**src/rtl/dog_intro_animator.sv**
```systemverilog
// dog_intro_animator: per-video-frame dog sprite sequencer (walk, sniff, jump, hide); DOG_LAUGH_EN adds the laugh sequence
module dog_intro_animator #(
  parameter logic [9:0] WALK_START_X = 10'd0,
  parameter logic [9:0] SNIFF_X = 10'd100,
  parameter logic [9:0] WALK_END_X = 10'd240,
  parameter logic [9:0] STEP_PX = 10'd2,
  parameter logic [9:0] GROUND_Y = 10'd330,
  parameter logic [9:0] JUMP_PEAK_Y = 10'd250,
  parameter logic [9:0] JUMP_STEP = 10'd4,
  parameter int FRAMES_PER_ANIM = 8,
  parameter int SNIFF_TICKS = 60
) (
  input  logic       vga_clk,
  input  logic       Reset,
  input  logic       VS,
  input  logic       start,
  input  logic       laugh_req,
  output logic [9:0] Dog_X,
  output logic [9:0] Dog_Y,
  output logic [4:0] Frame,
  output logic       dog_hidden,
  output logic       intro_done
);
  typedef enum logic [3:0] {HIDDEN, WALK, SNIFF, JUMP_UP, JUMP_DOWN, DONE
`ifdef DOG_LAUGH_EN
    , LAUGH_UP, LAUGH, LAUGH_DOWN
`endif
  } state_t;
  state_t state;
  logic vs_d, tick, go_walk, start_pend, sniffed, anim_wrap, sniff_last;
  logic [7:0] anim_cnt, sniff_cnt;
  logic [10:0] x_sum;
  logic [9:0] x_step, y_up, y_down, peak;
  assign tick = VS & ~vs_d;
  assign go_walk = tick & (start | start_pend);
  assign anim_wrap = anim_cnt == 8'(FRAMES_PER_ANIM - 1);
  assign sniff_last = sniff_cnt == 8'(SNIFF_TICKS - 1);
  assign x_sum = {1'b0, Dog_X} + {1'b0, STEP_PX};
  assign x_step = (x_sum >= {1'b0, WALK_END_X}) ? WALK_END_X : x_sum[9:0];
  // wide compares keep the rise from underflowing below the apex
  assign y_up = ({1'b0, Dog_Y} < {1'b0, peak} + {1'b0, JUMP_STEP}) ? peak : Dog_Y - JUMP_STEP;
  assign y_down = ({1'b0, Dog_Y} + {1'b0, JUMP_STEP} >= {1'b0, GROUND_Y}) ? GROUND_Y : Dog_Y + JUMP_STEP;
`ifdef DOG_LAUGH_EN
  localparam logic [9:0] LAUGH_X = WALK_END_X >> 1;
  localparam logic [9:0] LAUGH_Y = GROUND_Y - 10'd40;
  logic laugh_pend;
  assign peak = (state == LAUGH_UP) ? LAUGH_Y : JUMP_PEAK_Y;
`else
  logic unused_laugh;
  assign unused_laugh = laugh_req;
  assign peak = JUMP_PEAK_Y;
`endif
  always_ff @(posedge vga_clk) begin
    vs_d <= VS;
    if (Reset) begin
      state <= HIDDEN;
      Dog_X <= WALK_START_X;
      Dog_Y <= GROUND_Y;
      Frame <= '0;
      dog_hidden <= 1'b1;
      intro_done <= 1'b0;
      anim_cnt <= '0;
      sniff_cnt <= '0;
      sniffed <= 1'b0;
      start_pend <= 1'b0;
`ifdef DOG_LAUGH_EN
      laugh_pend <= 1'b0;
`endif
    end else begin
      intro_done <= 1'b0;
      case (state)
        HIDDEN: begin
          start_pend <= (start_pend | start) & ~tick;
          if (go_walk) begin
            state <= WALK;
            dog_hidden <= 1'b0;
            Frame <= '0;
            anim_cnt <= '0;
          end
`ifdef DOG_LAUGH_EN
          laugh_pend <= (laugh_pend | laugh_req) & ~tick;
          if (tick && !(start || start_pend) && (laugh_req || laugh_pend)) begin
            state <= LAUGH_UP;
            Dog_X <= LAUGH_X;
            Dog_Y <= GROUND_Y;
            Frame <= 5'd8;
            dog_hidden <= 1'b0;
            anim_cnt <= '0;
          end
`endif
        end
        WALK: if (tick) begin
          Dog_X <= x_step;
          anim_cnt <= anim_wrap ? '0 : anim_cnt + 8'd1;
          if (x_step == SNIFF_X && !sniffed) begin
            state <= SNIFF;
            Frame <= 5'd4;
            sniff_cnt <= '0;
            anim_cnt <= '0;
          end else if (x_step >= WALK_END_X) begin
            state <= JUMP_UP;
            Frame <= 5'd6;
          end else if (anim_wrap) Frame <= {3'b0, Frame[1:0] + 2'd1};
        end
        SNIFF: if (tick) begin
          anim_cnt <= anim_wrap ? '0 : anim_cnt + 8'd1;
          sniff_cnt <= sniff_cnt + 8'd1;
          if (sniff_last) begin
            state <= WALK;
            sniffed <= 1'b1;
            Frame <= '0;
            anim_cnt <= '0;
          end else if (anim_wrap) Frame <= {Frame[4:1], ~Frame[0]};
        end
        JUMP_UP: if (tick) begin
          Dog_Y <= y_up;
          if (y_up == JUMP_PEAK_Y) begin
            state <= JUMP_DOWN;
            Frame <= 5'd7;
          end
        end
        JUMP_DOWN: if (tick) begin
          Dog_Y <= y_down;
          if (y_down == GROUND_Y) begin
            state <= DONE;
            dog_hidden <= 1'b1;
            intro_done <= 1'b1;
          end
        end
        DONE: begin
          state <= HIDDEN;
          Dog_X <= WALK_START_X;
          Dog_Y <= GROUND_Y;
          Frame <= '0;
          anim_cnt <= '0;
          sniff_cnt <= '0;
          sniffed <= 1'b0;
        end
`ifdef DOG_LAUGH_EN
        LAUGH_UP: if (tick) begin
          Dog_Y <= y_up;
          if (y_up == LAUGH_Y) begin
            state <= LAUGH;
            sniff_cnt <= '0;
            anim_cnt <= '0;
          end
        end
        LAUGH: if (tick) begin
          anim_cnt <= anim_wrap ? '0 : anim_cnt + 8'd1;
          sniff_cnt <= sniff_cnt + 8'd1;
          if (sniff_last) begin
            state <= LAUGH_DOWN;
            Frame <= 5'd8;
          end else if (anim_wrap) Frame <= {Frame[4:1], ~Frame[0]};
        end
        LAUGH_DOWN: if (tick) begin
          Dog_Y <= y_down;
          if (y_down == GROUND_Y) begin
            state <= HIDDEN;
            dog_hidden <= 1'b1;
            Dog_X <= WALK_START_X;
            Frame <= '0;
          end
        end
`endif
        default: state <= HIDDEN;
      endcase
    end
  end
endmodule

```
**config.mk**
```make
export PLATFORM = sky130hd
export DESIGN_NAME = dog_intro_animator
export DESIGN_NICKNAME = d
export VERILOG_FILES = /design/src/rtl/dog_intro_animator.sv
export SDC_FILE = /design/constraint.sdc
export NUM_CORES = 1
export LEC_CHECK = 0
export ABC_AREA = 1
export CAP_MARGIN = 25
export CORE_ASPECT_RATIO = 0.6
export CORE_MARGIN = 3
export CORE_UTILIZATION = 49
export CTS_BUF_LIST = sky130_fd_sc_hd__clkbuf_2
export CTS_CLUSTER_DIAMETER = 50
export DETAILED_ROUTE_END_ITERATION = 8
export GPL_ROUTABILITY_DRIVEN = 0
export MAX_ROUTING_LAYER = met4
export PLACE_DENSITY_LB_ADDON = 0.1
export SYNTH_ARGS = -nofsm -noshare
export SYNTH_HDL_FRONTEND = slang
export SYNTH_SLANG_ARGS = --single-unit
```
**constraint.sdc**
```tcl
create_clock -name vga_clk -period 2.1 [get_ports vga_clk]
set_clock_uncertainty 0.15 [all_clocks]
set_input_delay 0.21 -clock vga_clk [delete_from_list [all_inputs] [get_ports vga_clk]]
set_output_delay 0.21 -clock vga_clk [all_outputs]
set_load 0.02 [all_outputs]
```
==> flow_summary_export.csv <==
group,metric,value,unit
critical_path,cp_slowest_cell,"dfxtp_4",
logic_synthesis,synth.top_cell.area_share,31.7,%
timing,fin_ws,-144,ps
logic_synthesis,synth-async-reset-ratio,0,%
finish,final_cells,632,
timing,finalHoldViolCount,0,
finish,areaGrowthSynthToFinish,40.8,%
critical_path,worst-setup-path-type,"flip-flop to flip-flop",
finish,design_area,4170,um^2
floorplanning,core_area,5700,um^2
logic_synthesis,ys.flop_type,"dfxtp_1",
detailed_routing,vias_per_cell,5.34,
logic_synthesis,synth.distinct_cells,40,
logic_synthesis,synthTopCellsByArea,"dfxtp_1 32%, nand2_1 14%, inv_1 7.8%",
clock_network,cts_buffers,5,
timing,fmax,446,MHz
logic_synthesis,avgSynthCellArea,6.39,um^2
finish,n_antenna_cell,0,
global_route,grt_pass1_vias,2965,
logic_synthesis,ys_seq_elements,47,
critical_path,cp.required,2290,ps
clock_network,cts_tree,"built",
logic_synthesis,syn_inst,464,
floorplanning,die_width,106,um
clock_network,path_clk_slew,250,ps
finish,fin_nets,561,
global_route,grt_pass1_wl,13800,um
detailed_routing,avgRoutedWirePerCell,14.0,um
detailed_routing,drt_iter0_drc,241,
timing,tightest_slew,560,ps
logic_synthesis,yosysMostFrequentCell,"nand2_1",
flow_run,drv_cap,0,
timing,fin_crit,2240,ps
clock_network,cts_max_level,2,
timing,rsz0062_at_grt,"yes",
run_status,violations,"setup timing",
critical_path,worstPathBufferInverterCount,4,
detailed_routing,drc,0,
clock_network,cts_buffer_depth,2,
placement,postPlaceCellArea,3700,um^2
logic_synthesis,yosys.area.top_type,"dfxtp_1",
critical_path,cp.arrival,2440,ps
logic_synthesis,synth_area,2970,um^2
timing,relSlewSlack,62.3,%
run_status,status,"complete, but fails checks",
detailed_routing,drtAntennaViolNets,0,
worst_hold_path,hold_path.class,"input pin to flip-flop",
global_route,grt_max_degree,28,
logic_synthesis,synth_edf_count,0,
logic_synthesis,yosys_warnings,0,
power,leakage,1.84,nW
finish,drive_above_1_share,29.5,%
critical_path,max_stage_delay,430,ps
critical_path,crit_family,"simple AND/OR/NAND/NOR gates",
global_route,antenna_found_initial,0,
critical_path,path_cells,"buf_4 > inv_1 > nor2_2 > nand3_1 > nand2_1 > nand2_1 > nor2_4 > nand2_2 > nand2_2 > nor2_4 > nor2_4 > buf_4 > nand3_4 > nand2_2 > inv_1 > nand2_1 > a21oi_1",
power,irDropWorstVdd,824,uV
placement,dpl.cell_count,615,
global_route,track_usage,25.1,%
floorplanning,boundaryPins,32,
timing,drv_slew,0,
floorplanning,start_util,52.0,%
logic_synthesis,ys_top_cells_by_count,"108 x nand2_1, 62 x inv_1, 57 x nor2_1",
timing,period_share,107,%
timing,setup_viol_count_final,24,
floorplanning,die_h,66.3,um
floorplanning,rows,21,
finish,fillerInstances,454,
finish,postLayoutCoreUtil,73.2,%
clock_network,root_buffer,"clkbuf_2",
detailed_routing,firstDrtPassIters,6,
placement,port_buffers,28,
critical_path,crit_path_end_kind,"flip-flop",
detailed_routing,wl,8820,um
clock_network,clkLatencyLatePin,430,ps
global_route,grt_overflow,0,
critical_path,crit_path_max_fanout,4,
logic_synthesis,seq_area_frac_synth,31.7,%
critical_path,critPathLaunchType,"flip-flop",
power,power_density,978,nW/um^2
placement,dpl.hpwl,6140,um
detailed_routing,vias,3372,
clock_network,clock_sinks,47,
floorplanning,die-area,7050,um^2
timing repair:
| item | 4_1_cts | 5_1_grt |
|---|---|---|
| hold endpoints to repair | 0 | 0 |
| pin swaps | 18 | 30 |
| hold buffers | 0 | 0 |
| gates resized for setup | 41 | 54 |
| endpoints found under the setup margin | 27 | 38 |
| setup buffers | 7 | 2 |
routing by layer:
metal	vias up	global-route usage, %	routed length [um]
met2	157	37.5	3760
met4	0	5.10	153
met5	-	-	0
met3	27	4.88	670
li1	1675	-	-
met1	1513	35.5	4240
through the flow:
stage               total power, W  hold slack [ps]  TNS (ps)  setup slack (ps)
floorplan                  0.00239             87.7         0              11.5
CTS                        0.00373             66.7     -1050             -92.5
global route               0.00435             57.8     -5490              -241
finish                     0.00408             78.3     -1900              -144
global placement           0.00312              304     -1220              -115
detailed placement         0.00316              299     -2170              -187
flip-flops by register name (all words and copies together), names as in the netlist:
| name | flops |
|---|---|
| Dog_Y | 10 |
| anim_cnt | 8 |
| state | 3 |
| Dog_X | 10 |
| intro_done | 1 |
| sniff_cnt | 8 |
| dog_hidden | 1 |
| vs_d | 1 |
| Frame | 3 |
| sniffed | 1 |
| start_pend | 1 |
cell usage in the layout, fill, tap and decap left out, drive strengths merged:
| master | Yosys | layout |
|---|---|---|
| a21o | 1 | 1 |
| o21ai | 23 | 23 |
| xnor2 | 2 | 2 |
| nor3b | 2 | 2 |
| conb | 1 | 2 |
| clkdlybuf4s50 | 0 | 28 |
| nand3b | 3 | 3 |
| dfxtp | 47 | 47 |
| a31oi | 2 | 2 |
| nand2 | 116 | 116 |
| ha | 5 | 5 |
| a211oi | 2 | 2 |
| nand3 | 37 | 37 |
| or2 | 3 | 3 |
| a221oi | 1 | 1 |
| nand4 | 7 | 7 |
| a21oi | 39 | 39 |
| and3 | 1 | 1 |
| xor2 | 12 | 12 |
| inv | 63 | 63 |
| a31o | 1 | 1 |
| nor4 | 1 | 1 |
| buf | 6 | 62 |
| o221ai | 3 | 3 |
| clkbuf | 5 | 6 |
| o211ai | 2 | 2 |
| o31ai | 1 | 1 |
| nor2 | 64 | 64 |
| nor3 | 12 | 12 |
| and2 | 1 | 1 |
| clkinv | 1 | 3 |
area by class of cell:
| class | instances | area (um^2) | share of cell area [%] |
|---|---|---|---|
| clock buffer | 6 | 30.0 | 0.719 |
| sequential | 47 | 962 | 23.1 |
| clock inverter | 2 | 8.76 | 0.210 |
| inverter | 64 | 241 | 5.79 |
| multi-input combinational | 343 | 2070 | 49.6 |
| timing repair buffer | 90 | 761 | 18.2 |
| tap | 80 | 100 | 2.40 |
report_power, final:
part	internal [W]	switching [W]
Sequential	0.00104	0.000170
Combinational	0.00100	0.00149
Clock	0.0000820	0.000302
kinds of logic (layout without fill, tap and decap cells):
group                    count (synthesis)  count (layout)  synth area share [%]
AO/OA/AOI/OAI                           75              75                  14.0
flip-flops                              47              47                  31.7
adder cells (fa/ha/maj)                  5               5                  2.11
buffers and inverters                   75             162                  10.2
XOR/XNOR                                14              14                  4.14
AND/OR/NAND/NOR                        247             247                  37.7
other                                    1               2                 0.126
worst register-to-register path, delay by kind of cell, from the launching register on:
kind / cells / cell delay (ps)
simple gates: 12 / 1160
flops: 1 / 430
compound gates: 1 / 50
buf+inv: 4 / 380
path summary, 6_finish.rpt:
check	start	to	slack [ps]	cells after the start
max	Dog_X[1]$_SDFFE_PP0P_	Frame[0]$_SDFFE_PP0P_	-140	17
min	VS	vs_d$_DFF_P_	80	1
max reg2reg	Dog_X[1]$_SDFFE_PP0P_	Frame[0]$_SDFFE_PP0P_	-140	17
min reg2reg	dog_hidden$_SDFFE_PP1P_	dog_hidden$_SDFFE_PP1P_	340	2
(Power assumes the default switching activity.)
